`config.mk`:
```
export PLATFORM = sky130hd
export DESIGN_NAME = fifo_uart_tx
export DESIGN_NICKNAME = d
export VERILOG_FILES = /design/src/rtl/fifo_uart_pkg.sv /design/src/rtl/fifo_uart_tx_timer.sv /design/src/rtl/fifo_uart_tx.sv
export SDC_FILE = /design/constraint.sdc
export NUM_CORES = 1
export LEC_CHECK = 0
export CAP_MARGIN = 20
export CELL_PAD_IN_SITES_DETAIL_PLACEMENT = 0
export CELL_PAD_IN_SITES_GLOBAL_PLACEMENT = 1
export CORE_MARGIN = 1.5
export CORE_UTILIZATION = 36
export CTS_CLUSTER_DIAMETER = 30
export DETAILED_ROUTE_END_ITERATION = 12
export PLACE_DENSITY_LB_ADDON = 0.1
export RECOVER_POWER = 50
export SYNTH_ARGS = -nofsm -noshare
export SYNTH_HDL_FRONTEND = slang
export SYNTH_SLANG_ARGS = --single-unit
```
`constraint.sdc`:
```
create_clock -name clk -period 5.3 [get_ports clk]
set_input_delay 1.06 -clock clk [delete_from_list [all_inputs] [get_ports clk]]
set_output_delay 1.06 -clock clk [all_outputs]
set_load 0.02 [all_outputs]
```
`src/rtl/fifo_uart_pkg.sv`:
```
// ---------------------------------------------------------------------------
// fifo_uart_pkg
// Shared types and constants for the FIFO-fed UART transmitter.
//   state_t  : transmitter FSM states, in frame order
//   DATA_W   : width of one FIFO entry / one UART character
//   TX_IDLE  : level driven on the serial line between frames
// ---------------------------------------------------------------------------
package fifo_uart_pkg;

    localparam int   DATA_W  = 8;
    localparam logic TX_IDLE = 1'b1;

    // IDLE   : waiting for en and a non-empty FIFO
    // FETCH  : read-enable pulse is out, FIFO presents data on the next edge
    // LOAD   : capture fifo_dout, drive the start bit
    // START  : start bit on the line
    // DATA   : eight data bits, LSB first
    // PARITY : optional parity bit
    // STOP   : stop bit, done pulses at its end
    typedef enum logic [2:0] {
        IDLE,
        FETCH,
        LOAD,
        START,
        DATA,
        PARITY,
        STOP
    } state_t;

endpackage

```
`src/rtl/fifo_uart_tx_timer.sv`:
```
// ---------------------------------------------------------------------------
// uart_bit_timer
// Free-running bit-period counter for the UART transmitter. Counts
// 0..CLKS_PER_BIT-1 while clr is low and wraps on its own terminal count,
// so consecutive bits of a frame are back-to-back with no dead cycle.
//
// Ports
//   clk    in  1  rising-edge clock
//   rst_n  in  1  asynchronous active-low reset
//   clr    in  1  hold the counter at zero (used while no bit is on the line)
//   tick   out 1  high during the last cycle of each bit period
// ---------------------------------------------------------------------------
module uart_bit_timer #(
    parameter int CLKS_PER_BIT = 16
) (
    input  logic clk,
    input  logic rst_n,
    input  logic clr,
    output logic tick
);

    localparam int               CNT_W    = (CLKS_PER_BIT > 1) ? $clog2(CLKS_PER_BIT) : 1;
    localparam logic [CNT_W-1:0] TERMINAL = CNT_W'(CLKS_PER_BIT - 1);

    logic [CNT_W-1:0] cnt;

    // A cleared counter never reports terminal count, so the FSM cannot
    // advance a bit while it is still loading.
    assign tick = !clr && (cnt == TERMINAL);

    // NOTE: state lives in always_ff with non-blocking assignments only, so
    // every register samples pre-edge values no matter how blocks are ordered.
    always_ff @(posedge clk or negedge rst_n) begin
        if (!rst_n) begin
            cnt <= '0;
        end else if (clr || tick) begin
            cnt <= '0;
        end else begin
            cnt <= cnt + 1'b1;
        end
    end

endmodule

```
`src/rtl/fifo_uart_tx.sv`:
```
// ---------------------------------------------------------------------------
// fifo_uart_tx
// Sole reader of a 16x8 synchronous FIFO. Pops one byte at a time and sends
// it as an 8-N-1 UART frame (start, 8 data bits LSB first, stop) on tx.
//
// Build option
//   FIFO_UART_TX_PARITY_EN : when defined, a parity bit is inserted between
//                            the last data bit and the stop bit (11-bit frame).
//                            PARITY_ODD selects odd (1) or even (0) parity.
//                            When undefined the frame is 10 bits.
//
// Parameters
//   CLKS_PER_BIT  clk cycles per UART bit (>= 2)
//   PARITY_ODD    0 = even parity, 1 = odd parity
//
// Ports
//   clk         in   1  rising-edge clock
//   rst_n       in   1  asynchronous active-low reset
//   en          in   1  allows a new frame to start; sampled in IDLE only
//   fifo_empty  in   1  FIFO empty flag
//   fifo_dout   in   8  FIFO registered read data, valid the cycle after re
//   fifo_re     out  1  FIFO read enable, one-cycle pulse per byte
//   tx          out  1  serial line, idle high
//   busy        out  1  high whenever a frame is being fetched or sent
//   done        out  1  one-cycle pulse at the end of each stop bit
// ---------------------------------------------------------------------------
module fifo_uart_tx
    import fifo_uart_pkg::*;
#(
    parameter int CLKS_PER_BIT = 16,
    parameter bit PARITY_ODD   = 1'b0
) (
    input  logic              clk,
    input  logic              rst_n,
    input  logic              en,
    input  logic              fifo_empty,
    input  logic [DATA_W-1:0] fifo_dout,
    output logic              fifo_re,
    output logic              tx,
    output logic              busy,
    output logic              done
);

    // Frame sequencing
    state_t            state;
    state_t            state_nxt;
    logic [2:0]        bit_idx;       // data bit currently on the line
    logic [2:0]        bit_idx_nxt;
    logic [DATA_W-1:0] shift_reg;     // shift_reg[0] is always the next bit to send
    logic [DATA_W-1:0] shift_nxt;

    // Registered outputs and their next values
    logic              tx_nxt;
    logic              fifo_re_nxt;
    logic              done_nxt;

    // Bit timing
    logic              tick;
    logic              timer_clr;

`ifdef FIFO_UART_TX_PARITY_EN
    // Running parity of the bits already sent; seeded with PARITY_ODD so the
    // final value is the bit to transmit for either sense.
    logic              parity;
    logic              parity_nxt;
`else
    // Without the parity stage PARITY_ODD has no effect on the frame.
    localparam bit parity_odd_unused = PARITY_ODD;
`endif

    // The bit timer only runs while a bit is on the line.
    assign timer_clr = (state == IDLE) || (state == FETCH) || (state == LOAD);

    uart_bit_timer #(
        .CLKS_PER_BIT(CLKS_PER_BIT)
    ) u_bit_timer (
        .clk   (clk),
        .rst_n (rst_n),
        .clr   (timer_clr),
        .tick  (tick)
    );

    // -----------------------------------------------------------------------
    // State register (FSM state plus all datapath and output registers)
    // -----------------------------------------------------------------------
    // NOTE: the asynchronous reset forces tx high immediately, so a frame cut
    // short by reset never leaves the line low.
    always_ff @(posedge clk or negedge rst_n) begin
        if (!rst_n) begin
            state     <= IDLE;
            bit_idx   <= '0;
            shift_reg <= '0;
            tx        <= TX_IDLE;
            fifo_re   <= 1'b0;
            done      <= 1'b0;
`ifdef FIFO_UART_TX_PARITY_EN
            parity    <= 1'b0;
`endif
        end else begin
            state     <= state_nxt;
            bit_idx   <= bit_idx_nxt;
            shift_reg <= shift_nxt;
            tx        <= tx_nxt;
            fifo_re   <= fifo_re_nxt;
            done      <= done_nxt;
`ifdef FIFO_UART_TX_PARITY_EN
            parity    <= parity_nxt;
`endif
        end
    end

    // -----------------------------------------------------------------------
    // Next-state logic
    // -----------------------------------------------------------------------
    // NOTE: every combinational output gets a default before the case, so no
    // path leaves a signal unassigned and no latch is inferred.
    always_comb begin
        state_nxt = state;
        unique case (state)
            IDLE:    if (en && !fifo_empty) state_nxt = FETCH;
            FETCH:   state_nxt = LOAD;
            LOAD:    state_nxt = START;
            START:   if (tick) state_nxt = DATA;
            DATA: begin
                if (tick && (bit_idx == 3'd7)) begin
`ifdef FIFO_UART_TX_PARITY_EN
                    state_nxt = PARITY;
`else
                    state_nxt = STOP;
`endif
                end
            end
            PARITY:  if (tick) state_nxt = STOP;
            STOP:    if (tick) state_nxt = IDLE;
            default: state_nxt = IDLE;
        endcase
    end

    // -----------------------------------------------------------------------
    // Output / datapath logic
    // -----------------------------------------------------------------------
    // Each branch sets the level for the *next* bit period at the tick that
    // ends the current one, so tx changes exactly on bit boundaries.
    always_comb begin
        busy        = (state != IDLE);
        tx_nxt      = tx;
        fifo_re_nxt = 1'b0;
        done_nxt    = 1'b0;
        shift_nxt   = shift_reg;
        bit_idx_nxt = bit_idx;
`ifdef FIFO_UART_TX_PARITY_EN
        parity_nxt  = parity;
`endif
        unique case (state)
            IDLE: begin
                tx_nxt      = TX_IDLE;
                fifo_re_nxt = en && !fifo_empty;
            end
            FETCH: begin
                // fifo_re drops by default; the FIFO updates fifo_dout on
                // this edge, so the capture happens one state later.
            end
            LOAD: begin
                shift_nxt   = fifo_dout;
                tx_nxt      = 1'b0;
                bit_idx_nxt = '0;
`ifdef FIFO_UART_TX_PARITY_EN
                parity_nxt  = PARITY_ODD;
`endif
            end
            START: begin
                if (tick) begin
                    tx_nxt    = shift_reg[0];
                    shift_nxt = shift_reg >> 1;
`ifdef FIFO_UART_TX_PARITY_EN
                    parity_nxt = parity ^ shift_reg[0];
`endif
                end
            end
            DATA: begin
                if (tick) begin
                    if (bit_idx == 3'd7) begin
`ifdef FIFO_UART_TX_PARITY_EN
                        tx_nxt = parity;
`else
                        tx_nxt = TX_IDLE;
`endif
                    end else begin
                        tx_nxt      = shift_reg[0];
                        shift_nxt   = shift_reg >> 1;
                        bit_idx_nxt = bit_idx + 3'd1;
`ifdef FIFO_UART_TX_PARITY_EN
                        parity_nxt  = parity ^ shift_reg[0];
`endif
                    end
                end
            end
            PARITY: begin
                if (tick) tx_nxt = TX_IDLE;
            end
            STOP: begin
                if (tick) done_nxt = 1'b1;
            end
            default: begin
                tx_nxt = TX_IDLE;
            end
        endcase
    end

endmodule

```
# Word-level counts from Yosys, hierarchy flattened
# Index checks and enable logic that the tools add are counted.
[classes]
div = 0
add_sub_neg = 2
mux = 22
order_cmp = 0
bitwise_logic = 1
mul = 0
n_reduce_logical = 17
n_shift = 0
n_eq_ne = 15
[op_table]
columns = ["operator", "n"]
rows = [
  ["2-to-1 mux 8 bit", 3],
  ["one-hot mux 8 bit (3 select lines)", 1],
  ["2-to-1 mux 3 bit", 7],
  ["one-hot mux 3 bit (7 select lines)", 1],
  ["equality test 3 bit, second input constant", 4],
  ["inequality test 2 bit, second input constant", 6],
  ["AND reduction 4 bit", 2],
  ["2-to-1 mux 1 bit", 7],
  ["equality test 3 x 2 -> 1 bit, second input constant", 2],
  ["one-hot mux 3 bit (2 select lines)", 1],
  ["nonzero test 3 bit", 2],
  ["one-hot mux 1 bit (5 select lines)", 1],
  ["AND reduction 5 bit", 1],
  ["adder 4 x 1 -> 4 bit, second input constant", 1],
  ["equality test 4 bit, second input constant", 1],
  ["2-to-1 mux 4 bit", 1],
  ["adder 3 x 1 -> 3 bit, second input constant", 1],
  ["equality test 3 x 1 -> 1 bit, second input constant", 1],
  ["logical AND 1 bit", 3],
  ["logical NOT 3 bit", 1],
  ["logical OR 1 bit", 3],
  ["AND reduction 3 bit", 1],
  ["logical NOT 1 bit", 2],
  ["inequality test 2 x 1 -> 1 bit, second input constant", 1],
  ["3 further kinds", 3],
]
[totals]
mem_bits_ro = 0
out_inout_bits = 4
inputBits = 12
reg_bits = 21
latchBits = 0
mem_count = 0
ramBits = 0

# Depth between registers and ports, before layout
# Gate-level depths: netlist (run 1).
[logic_depth]
word_depth = 8
depth_mapped = 6
depth_no_buf = 6

# Hierarchy
# A second synthesis (run 1) with hierarchy kept.
[unflattened]
hier_cells = 164
hier_area_um2 = 1503.9
[modules_own_cells]
columns = ["mod", "n_inst", "seq_area_each_um2", "cells_per_inst", "area_per_inst_um2"]
rows = [
  ["fifo_uart_tx", 1, 426.7, 149, 1328.8],
  ["uart_bit_timer", 1, 100.1, 15, 175.2],
]

# Worst setup path after synthesis (run 1)
# OpenSTA, ideal clock, no wires.
[synth_path]
path_type = "register -> output"
from = "register state[2]"
to = "output port busy"
t_arrival_ps = 1232
path_stages_with_launch = 5
path_slack_ps = 3008
required_ps = 4240
cell_sequence = "dfrtp_1 -> buf_2 -> buf_2 -> buf_6 -> or3_4"
[synth_via]
elab_chain_cells = 1
[synth_lines]
columns = ["element", "line", "text"]
rows = [
  ["start: declaration", "fifo_uart_tx.sv:45", "state_t state;"],
  ["start signal: assignment", "fifo_uart_tx.sv:100", "state <= state_nxt;"],
  ["nonzero test 3 bit", "fifo_uart_tx.sv:145", "busy = (state != IDLE);"],
  ["end: declaration", "fifo_uart_tx.sv:40", "output logic busy,"],
]
# No other way between the ends.

# Worst setup path in the final report (run 1)
# Ends and elaborated chain as after synthesis.

==> results.ini, run 1 <==
[grt]
grt_antenna_before_repair = 0
grt_pass1_wl_um = 4950
grt_max_degree = 40
grtUsageTotal = 0.150
overflow = 0
grt_pass1_vias = 1155

[clock_network]
cts_resized = 0
clockBufferDepth = 2
clkTransAtPathRegs_ps = 80
cts-root-buf = clkbuf_8
cts-buffers-inserted = 3
clock-sinks = 21
insertion_delay_ps = 260
cts_tree = yes
cts.htree.levels = 1
cts_setup_buffers = 0
cts_hold_buf = 0

[power_and_ir_drop]
switching_power_mw = 0.0642
peakVddDrop_mv = 0.148
power.share.switching = 0.217
p_per_area_mw_per_mm2 = 186
combinationalPowerShare = 0.081
seqPwrFrac = 0.561
leakage_nw = 0.650
p_total_mw = 0.295
clkPwrFrac = 0.358
internal_power_mw = 0.231

[routing]
highest_layer = met4
num_vias = 1150
wl_met3_um = 97
dr.pass1.iters = 4
wire_per_inst_um = 14.2
drc = 0
wl_met2_um = 1430
wirelength_um = 2940
met1_length_um = 1400
detail-route-antenna-nets = 0
vias_per_cell = 5.56
drt_iter0_drc = 74

[finish]
drive_gt1_frac = 0.0881
final-seq-area_um2 = 527
multi_input_area_um2 = 783
final_area_mm2 = 0.00159
fill_cells = 370
antenna_cells = 0
areaGrowthSynthToFinish_pct = 13.4
postLayoutCoreUtil = 0.430
largest_reg_flops = 8
final_cells = 207
nNetsFinal = 175

[worst_setup_path]
cp.required_ps = 4240
endpoint_kind = output pin
arrival_ps = 2250
crit_type = flip-flop to output pin
startpoint_type = flip-flop
crit_fanout = 39

[place]
dp_cells = 202
place_area_mm2 = 0.00154
place_hpwl_um = 1910
io_buffers = 15
place_ws_ps = 2360
gp_congestion = 0.671

[timing]
fin_crit_sh = 0.624
slew_violations = 0
setup_viol = 0
relSlewSlack = 0.256
finClkSkew_ps = 4.25
fin_setup_tns_ps = 0
grt_setup_unrepaired = false
fin_crit_ps = 3310
fin_hold_ws_ps = 504
timing_hold_violations_final = 0
setup_ws_ps = 1990
fmax_ghz = 0.302
worstMarginPinSlew_ps = 1120

[floorplan]
core_area_mm2 = 0.00369
start_util = 0.380
dieArea_mm2 = 0.00427
die_y_um = 65.4
io_pins = 16
rows = 22
die_w_um = 65.4

[synthesis]
ys_seq_area_frac = 0.376
synth_edf_count = 0
yosysWarnings = 0
syn_inst = 151
async_flop_share = 1.00
syn_area_mm2 = 0.00140
synth_seq_cells = 21
syn-num-nets = 166
synth_cell_types = 38
avgSynthCellArea_um2 = 9.27
synth_ff_type = dfrtp_1
netlist.area_leader.share = 0.357
synth.largest_area_cell = dfrtp_1
synth_area_leaders = dfrtp_1 36%, mux2_4 7.5%, o21ai_0 7.1%

[run_status]
outcome = complete, no violations

[run]
maxCapViolCount = 0

[min_path]
hp-class = flip-flop to flip-flop

## cells in the final DEF, fill, tap and decap left out, types with 2 or more instances in the layout
cell / n
o21ai_0: 20
dfrtp_1: 20
nor2b_1: 14
clkdlybuf4s50_1: 14
nor3_1: 9
a21oi_1: 9
nor3b_1: 7
o311a_1: 7
nand2_1: 7
mux2_4: 7
inv_1: 5
nor2_1: 3
nand3_1: 3
ha_1: 3
clkbuf_8: 3
nand4b_1: 2
nor4_1: 2
a22oi_1: 2
clkbuf_1: 2
## worst max-delay path: stages (launching register included)
cell             delay [ps]
dfrtp_1                 780
or3_2                   650
clkdlybuf4s50_1         550
## synth_stat cells (2+ instances only)
cell type / instances
nor2_1: 3
clkbuf_1: 4
nand2_1: 7
nor4_1: 2
a21oi_1: 9
dfrtp_1: 20
o21ai_0: 20
o311a_1: 7
nor3b_1: 7
nand4b_1: 2
buf_2: 6
nand3_1: 3
mux2_4: 7
nor3_1: 9
buf_6: 2
ha_1: 3
inv_1: 5
nor2b_1: 14
a22oi_1: 2
## final timing paths
check | startpoint | endpoint | slack [ps] | depth (start not counted)
worst max-delay path | state[2] | busy | 1990 | 2
worst min register to register | u_bit_timer.cnt[0] | u_bit_timer.cnt[0] | 500 | 1
max in group asynchronous | rst_n | state[1] | 3020 | 2
worst min-delay path | u_bit_timer.cnt[0] | u_bit_timer.cnt[0] | 500 | 1
worst max register to register | state[2] | shift_reg[3] | 2590 | 4
min in group asynchronous | rst_n | shift_reg[4] | 1030 | 1
## logic make-up (layout without fill, tap and decap cells)
| family | count (synthesis) | in the layout | synth area share |
|---|---|---|---|
| buf+inv | 17 | 25 | 0.0617 |
| xor+xnor | 1 | 1 | 0.00626 |
| compound gates | 47 | 47 | 0.216 |
| fa+ha+maj | 3 | 3 | 0.0268 |
| simple gates | 54 | 54 | 0.231 |
| mux | 8 | 8 | 0.0822 |
| flops | 21 | 21 | 0.376 |
## power by group through the flow
stage | clock network, mW | logic [mW] | registers [mW]
after global routing | 0.116 | 0.0266 | 0.166
after global placement | 0 | 0.0237 | 0.169
after floorplan | 0 | 0.00895 | 0.169
after detailed placement | 0 | 0.0242 | 0.169
after CTS | 0.112 | 0.0243 | 0.165
final | 0.106 | 0.0240 | 0.165
## routing by layer
layer	up-vias	track usage
met5	-	0
met1	558	0.173
met3	2	0.0377
met2	16	0.274
met4	0	0.0391
li1	574	-
## cell type report
class	instances	area share
well taps	48	0.0378
flip-flops and latches	21	0.332
inverters	5	0.0118
repair buffers	16	0.0969
clock buffers	4	0.0284
multi-input cells	113	0.493
(Power assumes the default switching activity.)
==> run 2, diff against run 1 <==
- clock period: 5.3 -> 3.1 ns (I/O delays scaled with it)
==> run 2 against run 1 <==
- power up 71%
- cell area up 1.4%
- routed wire length up 1.7%
- combinational power up 70%
- critical endpoint unchanged
==> results.ini, run 2 (synthesis results as in run 1) <==
[run_status]
outcome = complete, no violations  ; unchanged

[finish]
final_cell_mix = 20 x o21ai_0, 20 x dfrtp_1, 14 x nor2b_1, 14 x clkdlybuf4s50_1  ; unchanged
areaGrowthSynthToFinish_pct = 15.0  ; was 13.4%
drive_gt1_frac = 0.105  ; was 0.0881
final_cells = 210  ; was 207
nNetsFinal = 178  ; was 175
antenna_cells = 0  ; unchanged
largest_reg_flops = 8  ; unchanged

[floorplan]
rows = 22  ; unchanged
io_pins = 16  ; unchanged
start_util = 0.380  ; unchanged
dieArea_mm2 = 0.00427  ; unchanged
die_y_um = 65.4  ; unchanged
die_w_um = 65.4  ; unchanged
core_area_mm2 = 0.00369  ; unchanged

[routing]
dr.pass1.iters = 4  ; unchanged
wirelength_um = 2990  ; was 2940 um
num_vias = 1154  ; was 1150
vias_per_cell = 5.50  ; was 5.56
detail-route-antenna-nets = 0  ; unchanged
wire_per_inst_um = 14.3  ; was 14.2 um
drc = 0  ; unchanged
drt_iter0_drc = 42  ; was 74

[timing]
relSlewSlack = 0.193  ; was 0.256
setup_viol = 0  ; unchanged
fin_setup_tns_ps = 0  ; unchanged
slew_violations = 0  ; unchanged
grt_setup_unrepaired = false  ; unchanged
fmax_ghz = 0.411
fin_crit_ps = 2430
finClkSkew_ps = 5.74  ; was 4.25 ps
timing_hold_violations_final = 0  ; unchanged
worstMarginPinSlew_ps = 1210  ; was 1120 ps
fin_crit_sh = 0.785

[worst_setup_path]
r2r_setup_slack_ps = 1060  ; was 2590 ps
cp-endpoint = busy  ; unchanged
crit_type = flip-flop to output pin  ; unchanged
critPathLaunch = state[1]  ; was state[2]
r2r-end = shift_reg[0]  ; was shift_reg[3]
startpoint_type = flip-flop  ; unchanged
endpoint_kind = output pin  ; unchanged
arrival_ps = 1810  ; was 2250 ps
crit_fanout = 14  ; was 39
reg2reg_from = u_bit_timer.cnt[0]  ; was state[2]
cp.required_ps = 2480  ; was 4240 ps
ff2ff_path_depth = 5  ; was 4

[grt]
overflow = 0  ; unchanged
grtUsageTotal = 0.160  ; was 0.150
grt_pass1_wl_um = 5330  ; was 4950 um
grt_pass1_vias = 1152  ; was 1155
grt_max_degree = 37  ; was 40
grt_antenna_before_repair = 0  ; unchanged

[clock_network]
clockBufferDepth = 2  ; unchanged
cts_setup_buffers = 0  ; unchanged
cts_hold_buf = 0  ; unchanged
clkTransAtPathRegs_ps = 70  ; was 80 ps
cts_resized = 0  ; unchanged
cts_tree = yes  ; unchanged
clock-sinks = 21  ; unchanged
cts.htree.levels = 1  ; unchanged
cts-buffers-inserted = 3  ; unchanged
cts-root-buf = clkbuf_8  ; unchanged
insertion_delay_ps = 260  ; about the same

[power_and_ir_drop]
clkPwrFrac = 0.358  ; about the same
seqPwrFrac = 0.561  ; about the same
internal_power_mw = 0.393  ; was 0.231 mW
power.share.switching = 0.222  ; was 0.217
leakage_nw = 0.668  ; was 0.650 nW
switching_power_mw = 0.112  ; was 0.0642 mW
peakVddDrop_mv = 0.247  ; was 0.148 mV
combinationalPowerShare = 0.081  ; about the same
p_total_mw = 0.505  ; was 0.295 mW
p_per_area_mw_per_mm2 = 314  ; was 186 mW/mm^2

[place]
dp_cells = 206  ; was 202
place_hpwl_um = 1990  ; was 1910 um
gp_congestion = 0.719  ; was 0.671
io_buffers = 15  ; unchanged

[run]
maxCapViolCount = 0  ; unchanged

[min_path]
hp-class = flip-flop to flip-flop  ; unchanged

run 2: worst min-delay path by stage:
stage	startpoint	endpoint	slack, ps	depth (start not counted)
after global routing	u_bit_timer.cnt[0]	u_bit_timer.cnt[0]	530	1
final	u_bit_timer.cnt[0]	u_bit_timer.cnt[0]	490	1
after CTS	u_bit_timer.cnt[0]	u_bit_timer.cnt[0]	500	1
after floorplan	rst_n	bit_idx[0]	320	0
after global placement	u_bit_timer.cnt[0]	u_bit_timer.cnt[0]	480	1
after detailed placement	u_bit_timer.cnt[0]	u_bit_timer.cnt[0]	490	1
run 2: power by group through the flow:
stage          clock (mW)  sequential, mW  combinational, mW
2_1_floorplan           0           0.288             0.0153
3_3_place_gp            0           0.289             0.0415
3_5_place_dp            0           0.288             0.0425
4_1_cts             0.189           0.283             0.0425
5_1_grt             0.200           0.284             0.0455
6_report            0.181           0.283             0.0409
run 2: worst max-delay path, stage by stage (launching register included):
cell and delay, ps:
dfrtp_1 520, or3_2 480, clkdlybuf4s50_1 550
run 2: final cells by class:
class	count	area, um^2
Fill cell	385	2080
Clock buffer	3	41.3
Clock inverter	1	5.00
Tap cell	48	60.1
Timing Repair Buffer	19	176
Sequential cell	21	527
Multi-Input combinational cell	113	782
Inverter	5	18.8
run 2: layer usage:
metal  track usage  wire length (um)  part of all wire
met4        0.0469                32             0.011
met3        0.0308                56             0.019
met1         0.205              1500              0.50
met2         0.273              1400              0.47
met5             0                 0                 0
run 2: per-stage QoR:
step / hold WS [ps] / area (um^2) / util / setup WS, ps
after CTS: 496 / 1620 / 0.439 / 744
final: 495 / 1610 / 0.437 / 667
after detailed placement: 486 / 1570 / 0.426 / 1040
after floorplan: 324 / 1400 / - / 1250
after global routing: 533 / 1610 / 0.437 / 608
after global placement: 475 / 1570 / 0.426 / 1060
==> RTL change: new RTL, settings of run 1 <==
Set the package constant `DATA_W` to 6 (it was 8).
--- a/src/rtl/fifo_uart_pkg.sv
+++ b/src/rtl/fifo_uart_pkg.sv
@@ -9,3 +9,3 @@
 
-    localparam int   DATA_W  = 8;
+    localparam int   DATA_W  = 6;
     localparam logic TX_IDLE = 1'b1;
Ports: changed (resized fifo_dout); port bits go from 16 to 14. No check against the original RTL was run, so the function may have changed too.
==> RTL change against run 1 <==
Via count is 35% lower; area after synthesis shrank 29%; routed wire length is 33% lower; register-to-register slack improved by 0.75 ns; power down 21%; cell count fell by 33%; worst setup slack gained 0.42 ns; maximum frequency increased by 14%; cell area shrank 27%; sequential cell count shrank 2; critical path type unchanged.
==> RTL change: results (changes against run 1) <==
placed_design:
  dp_hpwl_mm: 1.37  # -28%
  place_ws_ns: 2.74  # +0.377 ns
  numPortBuffers: 13  # -2
  place_congestion: 0.753  # +12%
layout:
  layout-drive-gt1-share: 0.0642  # -0.0238
  final.fill_count: 253  # -32%
  largest_reg_flops: 6  # -2
  fin_nets: 123  # -30%
timing:
  whs_ns: 0.479  # -0.0246 ns
  finClkSkew_ns: 0.00845  # +0.00420 ns
global_route:
  grt_pass1_vias: 746  # -35%
  grt_max_degree: 20  # -50%
  track_usage: 0.142  # -0.00781
  grtUsageMet3: 0.0398  # +0.00214
  met2_usage: 0.187  # -0.0872
  grt_pass1_wl_mm: 3.53  # -29%
  grtUsageMet1: 0.221  # +0.0483
critical_path:
  reg2reg_to: "shift_reg[2]"
  r2r-start: "state[0]"
  rrSetupSlack_ns: 3.34  # +0.75 ns
  arrival_ns: 1.83  # -0.42 ns
synthesis:
  synthTopCellsByCount: "dfrtp_1, o21ai_0, nor3_1"
  async_reset_ff_frac: 1.00  # unchanged
  netlist-cell-type-count: 35  # -7.9%
  yosysSeqAreaShare: 0.481  # +0.105
  syn-num-nets: 110  # -34%
power_and_ir_drop:
  leakagePower_nw: 0.518  # -20%
  vdd_drop_max_v: 0.000121  # -18%
status:
  status: "complete, no violations"
drt:
  wl_per_cell_um: 14.1  # -0.92%
  via_per_inst: 5.39  # -3.0%
clock_network:
  clkTransAtPathRegs_ns: 0.10  # +0.02 ns
  clk_latency_ns: 0.29  # +0.03 ns
  cts_root_buf: "clkbuf_4"
## RTL change: worst max-delay path, cell delays in order, from the launching register on
cell,delay [ns]
dfrtp_1,0.56
or3_1,0.43
clkdlybuf4s50_1,0.55
## RTL change: through the flow
step / instances / util / power (W) / cell area (um2)
finish: 139 / 0.454 / 0.000235 / 1160
global placement: 135 / 0.444 / 0.000165 / 1130
detailed placement: 135 / 0.444 / 0.000166 / 1130
floorplan: 97 / - / 0.000155 / 991
global route: 139 / 0.454 / 0.000248 / 1160
CTS: 139 / 0.454 / 0.000238 / 1160
## RTL change: cells by family (layout without fill, tap and decap cells)
kind of cell             after synthesis  after routing  share of synthesized area
AO/OA/AOI/OAI                         29             29                      0.208
XOR/XNOR                               2              2                     0.0177
adder cells (fa/ha/maj)                3              3                     0.0379
multiplexers                           3              3                     0.0316
buffers and inverters                  9             21                     0.0442
flip-flops                            19             19                      0.481
AND/OR/NAND/NOR                       32             32                      0.179
## RTL change: area by class of cell
| cell class | instances | area, um2 | area share |
|---|---|---|---|
| Clock buffer | 4 | 26.3 | 0.0227 |
| Timing Repair Buffer | 13 | 130 | 0.113 |
| Tap cell | 30 | 37.5 | 0.0325 |
| Sequential cell | 19 | 477 | 0.412 |
| Inverter | 4 | 15.0 | 0.0130 |
| Multi-Input combinational cell | 69 | 470 | 0.407 |
## RTL change: layer usage
layer	part of all wire	vias up	routed length, um
met5	0	-	0
met4	0.0066	0	13
met3	0.032	2	62
met2	0.39	13	771
met1	0.57	354	1110
li1	-	380	-
## RTL change: power by group
part	leakage [nW]	total [W]	internal (W)	switching (W)
registers	0.225	0.000148	0.000147	0.00000123
logic	0.278	0.0000139	0.00000839	0.00000548
clock network	0.0150	0.0000724	0.0000292	0.0000432
total	0.518	0.000235	0.000185	0.0000499
## RTL change: how the worst max path moves through the flow
stage / startpoint / to / slack (ns) / cells after the start
floorplan: state[0] / busy / 3.17 / 2
global placement: state[0] / busy / 2.75 / 2
detailed placement: state[0] / busy / 2.74 / 2
CTS: state[0] / busy / 2.39 / 2
global route: state[0] / busy / 2.31 / 2
finish: state[0] / busy / 2.41 / 2
